--- config.mk ---
export PLATFORM = sky130hd
export DESIGN_NAME = insn_decode_queue
export DESIGN_NICKNAME = d
export VERILOG_FILES = /design/src/rtl/insn_decode_queue_pkg.sv /design/src/rtl/insn_decode_queue_class_decode.sv /design/src/rtl/insn_decode_queue.sv
export SDC_FILE = /design/constraint.sdc
export NUM_CORES = 1
export LEC_CHECK = 0
export ABC_AREA = 1
export CORE_ASPECT_RATIO = 0.75
export CORE_MARGIN = 5
export CORE_UTILIZATION = 45
export DETAILED_ROUTE_END_ITERATION = 8
export HOLD_SLACK_MARGIN = 0.03
export PLACE_DENSITY = 0.86
export SYNTH_ARGS = -nofsm -noshare
export SYNTH_HDL_FRONTEND = slang
export SYNTH_SLANG_ARGS = --single-unit
export TNS_END_PERCENT = 20
--- constraint.sdc ---
create_clock -name clk -period 3.34 [get_ports clk]
set_input_delay 0.501 -clock clk [delete_from_list [all_inputs] [get_ports clk]]
set_output_delay 0.501 -clock clk [all_outputs]
set_load 0.005 [all_outputs]
--- src/rtl/insn_decode_queue_pkg.sv ---
// Shared opcode, class and queue-entry definitions
// for the decode queue between fetch and execute.
package insn_decode_queue_pkg;

  localparam int CODE_W = 16;

  localparam logic [6:0] OPC_JAL     = 7'b1101111;
  localparam logic [6:0] OPC_JALR    = 7'b1100111;
  localparam logic [6:0] OPC_LUI     = 7'b0110111;
  localparam logic [6:0] OPC_AUIPC   = 7'b0010111;
  localparam logic [6:0] OPC_BRANCH  = 7'b1100011;
  localparam logic [6:0] OPC_OP      = 7'b0110011;
  localparam logic [6:0] OPC_STORE   = 7'b0100011;
  localparam logic [6:0] OPC_OPIMM   = 7'b0010011;
  localparam logic [6:0] OPC_LOAD    = 7'b0000011;
  localparam logic [6:0] OPC_SYSTEM  = 7'b1110011;
  localparam logic [6:0] OPC_FLOAD   = 7'b0000111;
  localparam logic [6:0] OPC_FSTORE  = 7'b0100111;
  localparam logic [6:0] OPC_OPFP    = 7'b1010011;
  localparam logic [6:0] OPC_FMADD   = 7'b1000011;
  localparam logic [6:0] OPC_FMSUB   = 7'b1000111;
  localparam logic [6:0] OPC_FNMSUB  = 7'b1001011;
  localparam logic [6:0] OPC_FNMADD  = 7'b1001111;
  localparam logic [6:0] OPC_OPIMM32 = 7'b0011011;
  localparam logic [6:0] OPC_OP32    = 7'b0111011;

  localparam int CLS_J       = 0;
  localparam int CLS_JALR    = 1;
  localparam int CLS_LUI     = 2;
  localparam int CLS_AUIPC   = 3;
  localparam int CLS_B       = 4;
  localparam int CLS_R       = 5;
  localparam int CLS_S       = 6;
  localparam int CLS_I       = 7;
  localparam int CLS_LOAD    = 8;
  localparam int CLS_CSR     = 9;
  localparam int CLS_FLOAD   = 10;
  localparam int CLS_FSTORE  = 11;
  localparam int CLS_OPFP    = 12;
  localparam int CLS_FMA     = 13;
  localparam int CLS_OPIMM32 = 14;
  localparam int CLS_OP32    = 15;

  typedef struct packed {
    logic [31:0]       insn;
    logic [CODE_W-1:0] code;
    logic              illegal;
  } dq_entry_t;

  function automatic logic [CODE_W-1:0] cls_bit(
    input int idx
  );
    return CODE_W'(1) << idx;
  endfunction

endpackage

--- src/rtl/insn_decode_queue_class_decode.sv ---
// Combinational opcode classifier: one-hot class
// code, or illegal when unknown or disabled.
module insn_class_decode
  import insn_decode_queue_pkg::*;
#(
  parameter bit ENABLE_FP   = 1'b1,
  parameter bit ENABLE_RV64 = 1'b1
) (
  input  logic [6:0]        opcode,
  output logic [CODE_W-1:0] code,
  output logic              illegal
);

  logic [CODE_W-1:0] cls;
  logic              is_fma;

  assign is_fma = (opcode == OPC_FMADD)
               || (opcode == OPC_FMSUB)
               || (opcode == OPC_FNMSUB)
               || (opcode == OPC_FNMADD);

  // Map opcode to its class; disabled classes fall to zero
  always_comb begin
    cls = '0;
    unique case (1'b1)
      (opcode == OPC_JAL):     cls = cls_bit(CLS_J);
      (opcode == OPC_JALR):    cls = cls_bit(CLS_JALR);
      (opcode == OPC_LUI):     cls = cls_bit(CLS_LUI);
      (opcode == OPC_AUIPC):   cls = cls_bit(CLS_AUIPC);
      (opcode == OPC_BRANCH):  cls = cls_bit(CLS_B);
      (opcode == OPC_OP):      cls = cls_bit(CLS_R);
      (opcode == OPC_STORE):   cls = cls_bit(CLS_S);
      (opcode == OPC_OPIMM):   cls = cls_bit(CLS_I);
      (opcode == OPC_LOAD):    cls = cls_bit(CLS_LOAD);
      (opcode == OPC_SYSTEM):  cls = cls_bit(CLS_CSR);
      (opcode == OPC_FLOAD):
        cls = ENABLE_FP ? cls_bit(CLS_FLOAD) : '0;
      (opcode == OPC_FSTORE):
        cls = ENABLE_FP ? cls_bit(CLS_FSTORE) : '0;
      (opcode == OPC_OPFP):
        cls = ENABLE_FP ? cls_bit(CLS_OPFP) : '0;
      is_fma:
        cls = ENABLE_FP ? cls_bit(CLS_FMA) : '0;
      (opcode == OPC_OPIMM32):
        cls = ENABLE_RV64 ? cls_bit(CLS_OPIMM32) : '0;
      (opcode == OPC_OP32):
        cls = ENABLE_RV64 ? cls_bit(CLS_OP32) : '0;
      default: cls = '0;
    endcase
  end

  assign code    = cls;
  assign illegal = (cls == '0);

endmodule

--- src/rtl/insn_decode_queue.sv ---
// Decode stage with a DEPTH-entry result FIFO so
// fetch and execute can stall independently.
module insn_decode_queue
  import insn_decode_queue_pkg::*;
#(
  parameter int DEPTH       = 2,
  parameter bit ENABLE_FP   = 1'b1,
  parameter bit ENABLE_RV64 = 1'b1,
  parameter int CNT_W       = 16
) (
  input  logic              clk,
  input  logic              reset,
  input  logic              flush,
  input  logic              in_valid,
  output logic              in_ready,
  input  logic [31:0]       insn,
  output logic              out_valid,
  input  logic              out_ready,
  output logic [CODE_W-1:0] code,
  output logic              illegal,
  output logic [4:0]        rd,
  output logic [4:0]        rs1,
  output logic [4:0]        rs2,
  output logic [4:0]        rs3,
  output logic [2:0]        funct3,
  output logic [31:0]       insn_out,
  output logic [CNT_W-1:0]  illegal_count
);

  localparam int AW = $clog2(DEPTH);

  logic [CODE_W-1:0] dec_code;
  logic              dec_illegal;
  dq_entry_t         wr_entry;
  dq_entry_t         head;
  dq_entry_t         mem [DEPTH];

  logic [AW:0]       wr_ptr;
  logic [AW:0]       rd_ptr;
  logic              full;
  logic              empty;
  logic              push;
  logic              pop;
  logic [CNT_W-1:0]  cnt;

  insn_class_decode #(
    .ENABLE_FP   (ENABLE_FP),
    .ENABLE_RV64 (ENABLE_RV64)
  ) u_dec (
    .opcode  (insn[6:0]),
    .code    (dec_code),
    .illegal (dec_illegal)
  );

  assign wr_entry = '{
    insn:    insn,
    code:    dec_code,
    illegal: dec_illegal
  };

  assign empty = (wr_ptr == rd_ptr);
  assign full  = (wr_ptr[AW] != rd_ptr[AW])
              && (wr_ptr[AW-1:0] == rd_ptr[AW-1:0]);

  assign in_ready  = !full;
  assign out_valid = !empty;

  assign push = in_valid && !full && !flush;
  assign pop  = !empty && out_ready && !flush;

  // Pointer update; flush collapses read onto write
  always_ff @(posedge clk or posedge reset) begin
    if (reset) begin
      wr_ptr <= '0;
      rd_ptr <= '0;
    end else if (flush) begin
      rd_ptr <= wr_ptr;
    end else begin
      if (push) wr_ptr <= wr_ptr + 1'b1;
      if (pop)  rd_ptr <= rd_ptr + 1'b1;
    end
  end

  // Entry storage; stale slots are masked by empty
  always_ff @(posedge clk) begin
    if (push) mem[wr_ptr[AW-1:0]] <= wr_entry;
  end

  // Saturating count of accepted illegal insns
  always_ff @(posedge clk or posedge reset) begin
    if (reset) begin
      cnt <= '0;
    end else if (push && dec_illegal
                 && (cnt != '1)) begin
      cnt <= cnt + CNT_W'(1);
    end
  end

  assign head = empty ? '0 : mem[rd_ptr[AW-1:0]];

  assign code          = head.code;
  assign illegal       = head.illegal;
  assign insn_out      = head.insn;
  assign rd            = head.insn[11:7];
  assign rs1           = head.insn[19:15];
  assign rs2           = head.insn[24:20];
  assign rs3           = head.insn[31:27];
  assign funct3        = head.insn[14:12];
  assign illegal_count = cnt;

endmodule

=== Yosys cells after proc, flatten, opt, wreduce, memory -nomap -nowiden ===
Memories as Yosys holds them, arrays and structs flattened.
Index checks and enable logic that the tools add are counted.

* Add/subtract/negate cells: 3
* Multipliers: 0
* Div/mod/pow operators: 0
* $lt $le $gt $ge: 0
* Eq/ne operators: 23
* Shift operators: 0
* Mux-type cells: 6
* Bitwise gates (word level): 1
* Reductions and logical operators: 16

{| class="wikitable"
|+ Operators with widths
! operator !! number
|-
| 16-bit one-hot mux with 16 select lines || 1
|-
| 7-bit == test, second input constant || 9
|-
| 49-bit two-way mux || 1
|-
| 7-bit by 6-bit == test with 1-bit output, second input constant || 5
|-
| 7-bit by 5-bit == test with 1-bit output, second input constant || 3
|-
| 16-bit by 1-bit adder with 16-bit output, second input constant || 1
|-
| 16-bit zero test || 1
|-
| 16-bit inequality test, second input constant || 1
|-
| 7-bit by 2-bit == test with 1-bit output, second input constant || 1
|-
| 7-bit by 3-bit == test with 1-bit output, second input constant || 1
|-
| 1-bit logical AND || 7
|-
| 2-bit by 1-bit adder with 2-bit output, second input constant || 2
|-
| 2-bit two-way mux || 2
|-
| 1-bit zero test || 3
|-
| 1-bit logical OR || 3
|-
| 2-bit == test || 1
|-
| 1-bit two-way mux || 2
|-
| 2-bit AND reduction || 1
|-
| 2-bit nonzero test || 1
|-
| 1-bit == test || 1
|-
| 1-bit inequality test || 1
|-
| 1-bit inverter || 1
|}

* Register bits after elaboration: 20
* Latch bits: 0
* RAM bits: 98
* ROM bits: 0
* Output and inout bits: 90
* Word-level logic and storage cells: 53
* Memories kept: 1

{| class="wikitable"
|+ Memory list
! name !! depth !! width !! rd ports !! clocked after memory_dff !! write ports !! RTL line !! source
|-
| mem || 2 || 49 || 1 || 0 || 1 || insn_decode_queue.sv:36 || <nowiki>dq_entry_t mem [DEPTH];</nowiki>
|}

=== Longest topological paths before layout ===
* Depth after elaboration: 8
* Gate-level depth with buffers: 12

=== Modules after synthesis ===
A second synthesis with hierarchy kept.

* Cells, all modules: 526
* Area total of the unflattened synthesis: 5,437.7 um^2

{| class="wikitable"
|+ By module, submodules not included
! module !! times used !! cells an instance !! area each (um^2) !! sequential area each (um^2)
|-
| insn_decode_queue || 1 || 473 || 5,177.5 || 3,443.3
|-
| insn_class_decode || 1 || 53 || 260.2 || 0.0
|}

=== Worst setup path after synthesis ===
Ideal clock, no wire load.

* Path kind: register to register
* Start point: reg rd_ptr[0]
* End point: mem mem[1][0] (netlist name) (enable)
* Arrival time: 3,015 ps
* Required time: 2,880 ps
* Path slack: -135 ps
* Cell stages (with the launch flop): 6
* Clock period less this slack: 3,475 ps
* Cell sequence: dfrtp_1 > buf_2 > xnor2_1 > nand2b_1 > nand3_1 > nor2_1

* Longest elaborated chain between the ends: 7

{| class="wikitable"
|+ Ends and longest elaborated chain
! item !! RTL line !! source
|-
| start: declaration || insn_decode_queue.sv:39 || <nowiki>logic [AW:0] rd_ptr;</nowiki>
|-
| start signal: assignment || insn_decode_queue.sv:77 || <nowiki>rd_ptr <= wr_ptr;</nowiki>
|-
| start signal: assignment || insn_decode_queue.sv:80 || <nowiki>if (pop) rd_ptr <= rd_ptr + 1'b1;</nowiki>
|-
| 1-bit == test || insn_decode_queue.sv:63 || <nowiki>&& (wr_ptr[AW-1:0] == rd_ptr[AW-1:0]);</nowiki>
|-
| 1-bit logical AND || insn_decode_queue.sv:63 ||
|-
| 1-bit zero test || n/a ||
|-
| via in_ready || insn_decode_queue.sv:15 || <nowiki>output logic in_ready,</nowiki>
|-
| 1-bit logical AND (2 in a row) || insn_decode_queue.sv:68 || <nowiki>assign push = in_valid && !full && !flush;</nowiki>
|-
| 1-bit two-way mux || insn_decode_queue.sv:86 || <nowiki>if (push) mem[wr_ptr[AW-1:0]] <= wr_entry;</nowiki>
|-
| 1-bit two-way mux (implied by the code) || insn_decode_queue.sv:86 ||
|-
| end: declaration || insn_decode_queue.sv:36 ||
|}

The timed path passes the listed nets, and every way through them passes these cells.

=== Final worst setup path ===
* Start point: reg rd_ptr[0]
* End point: out rs2[4]

* Longest elaborated chain between the ends: 2
* Elaborated cells on any way between the ends: 3

{| class="wikitable"
|+ Ends and longest elaborated chain
! item !! RTL line !! source
|-
| memory 2 x 49 bit / 2-bit == test (equally long branches) || n/a ||
|-
| 49-bit two-way mux * || insn_decode_queue.sv:99 || <nowiki>assign head = empty ? '0 : mem[rd_ptr[AW-1:0]];</nowiki>
|-
| end: declaration || insn_decode_queue.sv:23 || <nowiki>output logic [4:0] rs2,</nowiki>
|}

Mark *: on every way between the ends. The rest lies on a longest branch, timed or not.

==> flow_results.xml <==
<?xml version="1.0" encoding="UTF-8"?>
<metrics>
  <group name="cells_and_area">
    <metric name="final_core_utilization" unit="%">61.8</metric>
    <metric name="num-nets-final" unit="">664</metric>
    <metric name="area_growth" unit="%">34.5</metric>
    <metric name="layout-drive-gt1-share" unit="%">8.92</metric>
    <metric name="diodes" unit="">0</metric>
    <metric name="fill_cells" unit="">888</metric>
  </group>
  <group name="yosys">
    <metric name="asyncSetResetFlopFracSynth" unit="%">16.9</metric>
    <metric name="most_used_standard_cells_in_the_synthesized_netlist" unit="">nand2_1, edfxtp_1, a21oi_1</metric>
    <metric name="yosysUniqueCellTypes" unit="">27</metric>
    <metric name="synth_seq_cells" unit="">118</metric>
    <metric name="syn-instance-count" unit="">517</metric>
    <metric name="synth_area" unit="µm²">5320</metric>
    <metric name="synthMostInstantiatedCell" unit="">nand2_1</metric>
    <metric name="synth.yosys.seq_area_share" unit="%">64.7</metric>
    <metric name="ys.warnings.count" unit="">0</metric>
    <metric name="synth_top_cell_by_area" unit="">edfxtp_1</metric>
    <metric name="synthesis.nets" unit="">555</metric>
    <metric name="ys_dominant_reg_cell" unit="">edfxtp_1</metric>
    <metric name="synthesis.area_per_instance" unit="µm²">10.3</metric>
    <metric name="synth_top_cells_by_area" unit="">edfxtp_1, nand2_1, dfrtp_1</metric>
    <metric name="netlist.area_leader.share" unit="%">55.3</metric>
    <metric name="synth-edff-count" unit="">98</metric>
  </group>
  <group name="sta">
    <metric name="slew_hr" unit="%">45.2</metric>
    <metric name="final_min_period_over_clock_period" unit="%">93.6</metric>
    <metric name="drv_slew" unit="">0</metric>
    <metric name="max_freq" unit="GHz">0.320</metric>
    <metric name="clock-skew-final" unit="ns">0.00602</metric>
    <metric name="finalCriticalPeriod" unit="ns">3.13</metric>
    <metric name="setup_repair_after_global_routing_missed_its_margin" unit="">false</metric>
    <metric name="worst_pin_slew" unit="ns">0.821</metric>
    <metric name="final-setup-viol-count" unit="">0</metric>
    <metric name="number_of_hold_violations_in_the_final_report" unit="">0</metric>
    <metric name="final.setup.worst_slack" unit="ns">0.214</metric>
  </group>
  <group name="clock_network">
    <metric name="cts.reportedPaths.clkPinSlew" unit="ns">0.05</metric>
    <metric name="cts_num_sinks" unit="">118</metric>
    <metric name="clock_tree_from_tritoncts" unit="">done</metric>
    <metric name="cts_setup_buffers" unit="">0</metric>
    <metric name="cts_resized" unit="">0</metric>
    <metric name="cts-root-to-sink-buffers" unit="">2</metric>
    <metric name="tritoncts.num_buffers" unit="">17</metric>
    <metric name="cts.htree.levels" unit="">4</metric>
    <metric name="ctsHoldBuffers" unit="">0</metric>
    <metric name="clock_tree.root_cell" unit="">clkbuf_16</metric>
    <metric name="insertion_delay" unit="ns">0.40</metric>
  </group>
  <group name="pwr">
    <metric name="leakage_dissipation" unit="nW">2.85</metric>
    <metric name="power_density" unit="nW/µm²">925</metric>
    <metric name="peakVddDrop" unit="mV">0.456</metric>
  </group>
  <group name="die">
    <metric name="die_ar" unit="µm²">14100</metric>
    <metric name="die_ht" unit="µm">104</metric>
    <metric name="core-area" unit="µm²">11600</metric>
    <metric name="ios" unit="">127</metric>
    <metric name="floorplan.rows" unit="">34</metric>
    <metric name="floorplan.initialDensity" unit="%">46.0</metric>
    <metric name="die_width" unit="µm">136</metric>
  </group>
  <group name="setup_path">
    <metric name="criticalPathCategory" unit="">reg2out</metric>
    <metric name="cp_data_arrival_time" unit="ns">2.62</metric>
    <metric name="cp_data_required_time" unit="ns">2.84</metric>
    <metric name="critical_path_maximum_fanout" unit="">34</metric>
    <metric name="setup.worst_path.end_class" unit="">output pin</metric>
    <metric name="startpoint_type" unit="">flop</metric>
  </group>
  <group name="routing">
    <metric name="wl_per_cell" unit="µm">16.1</metric>
    <metric name="drt_pass1_iterations" unit="">5</metric>
    <metric name="remaining_drc_errors" unit="">0</metric>
    <metric name="post_drt_via_cell_ratio" unit="">5.09</metric>
    <metric name="drt_iter0_drc" unit="">327</metric>
    <metric name="drt_wl_total" unit="mm">12.9</metric>
    <metric name="antenna_left" unit="">0</metric>
    <metric name="route.vias.total" unit="">4075</metric>
  </group>
  <group name="grt">
    <metric name="via_count_of_the_first_global_routing_pass" unit="">4060</metric>
    <metric name="grt-ovfl-total" unit="">0</metric>
    <metric name="grt_pass1_wl" unit="mm">20.3</metric>
    <metric name="grt_antenna_before_repair" unit="">0</metric>
    <metric name="grt_start_max_net_pins" unit="">50</metric>
    <metric name="grt_use_total" unit="%">18.5</metric>
  </group>
  <group name="worst_hold_path">
    <metric name="hold_path.class" unit="">reg2reg</metric>
  </group>
  <group name="run_status">
    <metric name="outcome" unit="">completed</metric>
  </group>
  <group name="placement">
    <metric name="gp_congestion" unit="">0.913</metric>
    <metric name="numPortBuffers" unit="">126</metric>
    <metric name="place_ws" unit="ns">0.506</metric>
    <metric name="dp_hpwl" unit="mm">8.69</metric>
  </group>
  <group name="run">
    <metric name="timing.max_cap.violations" unit="">0</metric>
  </group>
</metrics>
## layout make-up
type                            instances  area, µm²  area share (%)
Tap cell                              162        203            2.83
Clock buffer                           17        425            5.95
Inverter                               34        130            1.82
Timing Repair Buffer                  133       1310            18.4
Clock inverter                         15        139            1.94
Sequential cell                       118       3440            48.1
Multi-Input combinational cell        322       1500            21.0
## critical path: stages, from the launching register on
cell	delay [ns]
dfrtp_2	0.57
inv_2	0.54
buf_4	0.27
nand2_1	0.07
a21oi_1	0.20
clkdlybuf4s50_1	0.55
## sequential cells by signal (all words and copies together) (netlist names)
signal and count:
mem 98, rd_ptr 2, wr_ptr 2, illegal_count 16
## cell usage in the layout (no fill, tap or decap), drive strengths merged
master,Yosys,layout
clkinvlp,0,4
nand2,176,176
a21oi,53,53
nand4,18,18
o21ai,1,1
o22ai,2,2
nand2b,1,1
nand3,13,13
dfrtp,20,20
clkinv,0,9
ha,1,1
clkdlybuf4s50,0,126
buf,29,7
nor2,41,41
inv,34,34
clkbuf,14,17
bufinv,0,2
nor3,2,2
xnor2,8,8
edfxtp,98,98
xor2,6,6
## layer usage
metal / GRT usage (%) / vias up / routed length (µm)
li1: - / 1928 / -
met1: 21.6 / 1943 / 5150
met2: 31.5 / 169 / 6440
met5: 0 / - / 0
met4: 9.28 / 0 / 485
met3: 4.69 / 35 / 782
## through the flow
stage          instance area, µm²  std cells  TNS, ns  power [mW]  hold WS (ns)
2_1_floorplan                5320        517    -3.23        3.38         0.465
3_3_place_gp                 6590        769        0        4.84         0.496
3_5_place_dp                 6590        769        0        4.93         0.514
4_1_cts                      7150        801        0        6.67         0.541
5_1_grt                      7150        801        0        6.98         0.560
6_report                     7150        801        0        6.62         0.537
## logic make-up after synthesis
family,synth area share (%)
xor+xnor,2.31
buf+inv,7.36
fa+ha+maj,0.235
flops,64.7
compound gates,5.32
simple gates,20.0
## report_power, final
part | leakage (nW) | total, mW | switching [mW] | internal, mW
Clock | 0.267 | 1.70 | 0.616 | 1.08
Sequential | 1.17 | 2.01 | 0.140 | 1.87
Combinational | 1.42 | 2.91 | 1.37 | 1.54
## path summary, 6_finish.rpt
path | startpoint | to | slack, ns | cells past startpoint
worst max-delay path | rd_ptr[0] | rs2[4] | 0.21 | 5
worst min-delay path | illegal_count[1] | illegal_count[1] | 0.54 | 2
worst max register to register | rd_ptr[0] | mem[0][23] | 1.05 | 5
worst min register to register | illegal_count[1] | illegal_count[1] | 0.54 | 2
max in group asynchronous | reset | rd_ptr[0] | 2.21 | 2
min in group asynchronous | reset | illegal_count[8] | 0.56 | 2
Note: power is estimated with default switching activity, not from simulation.
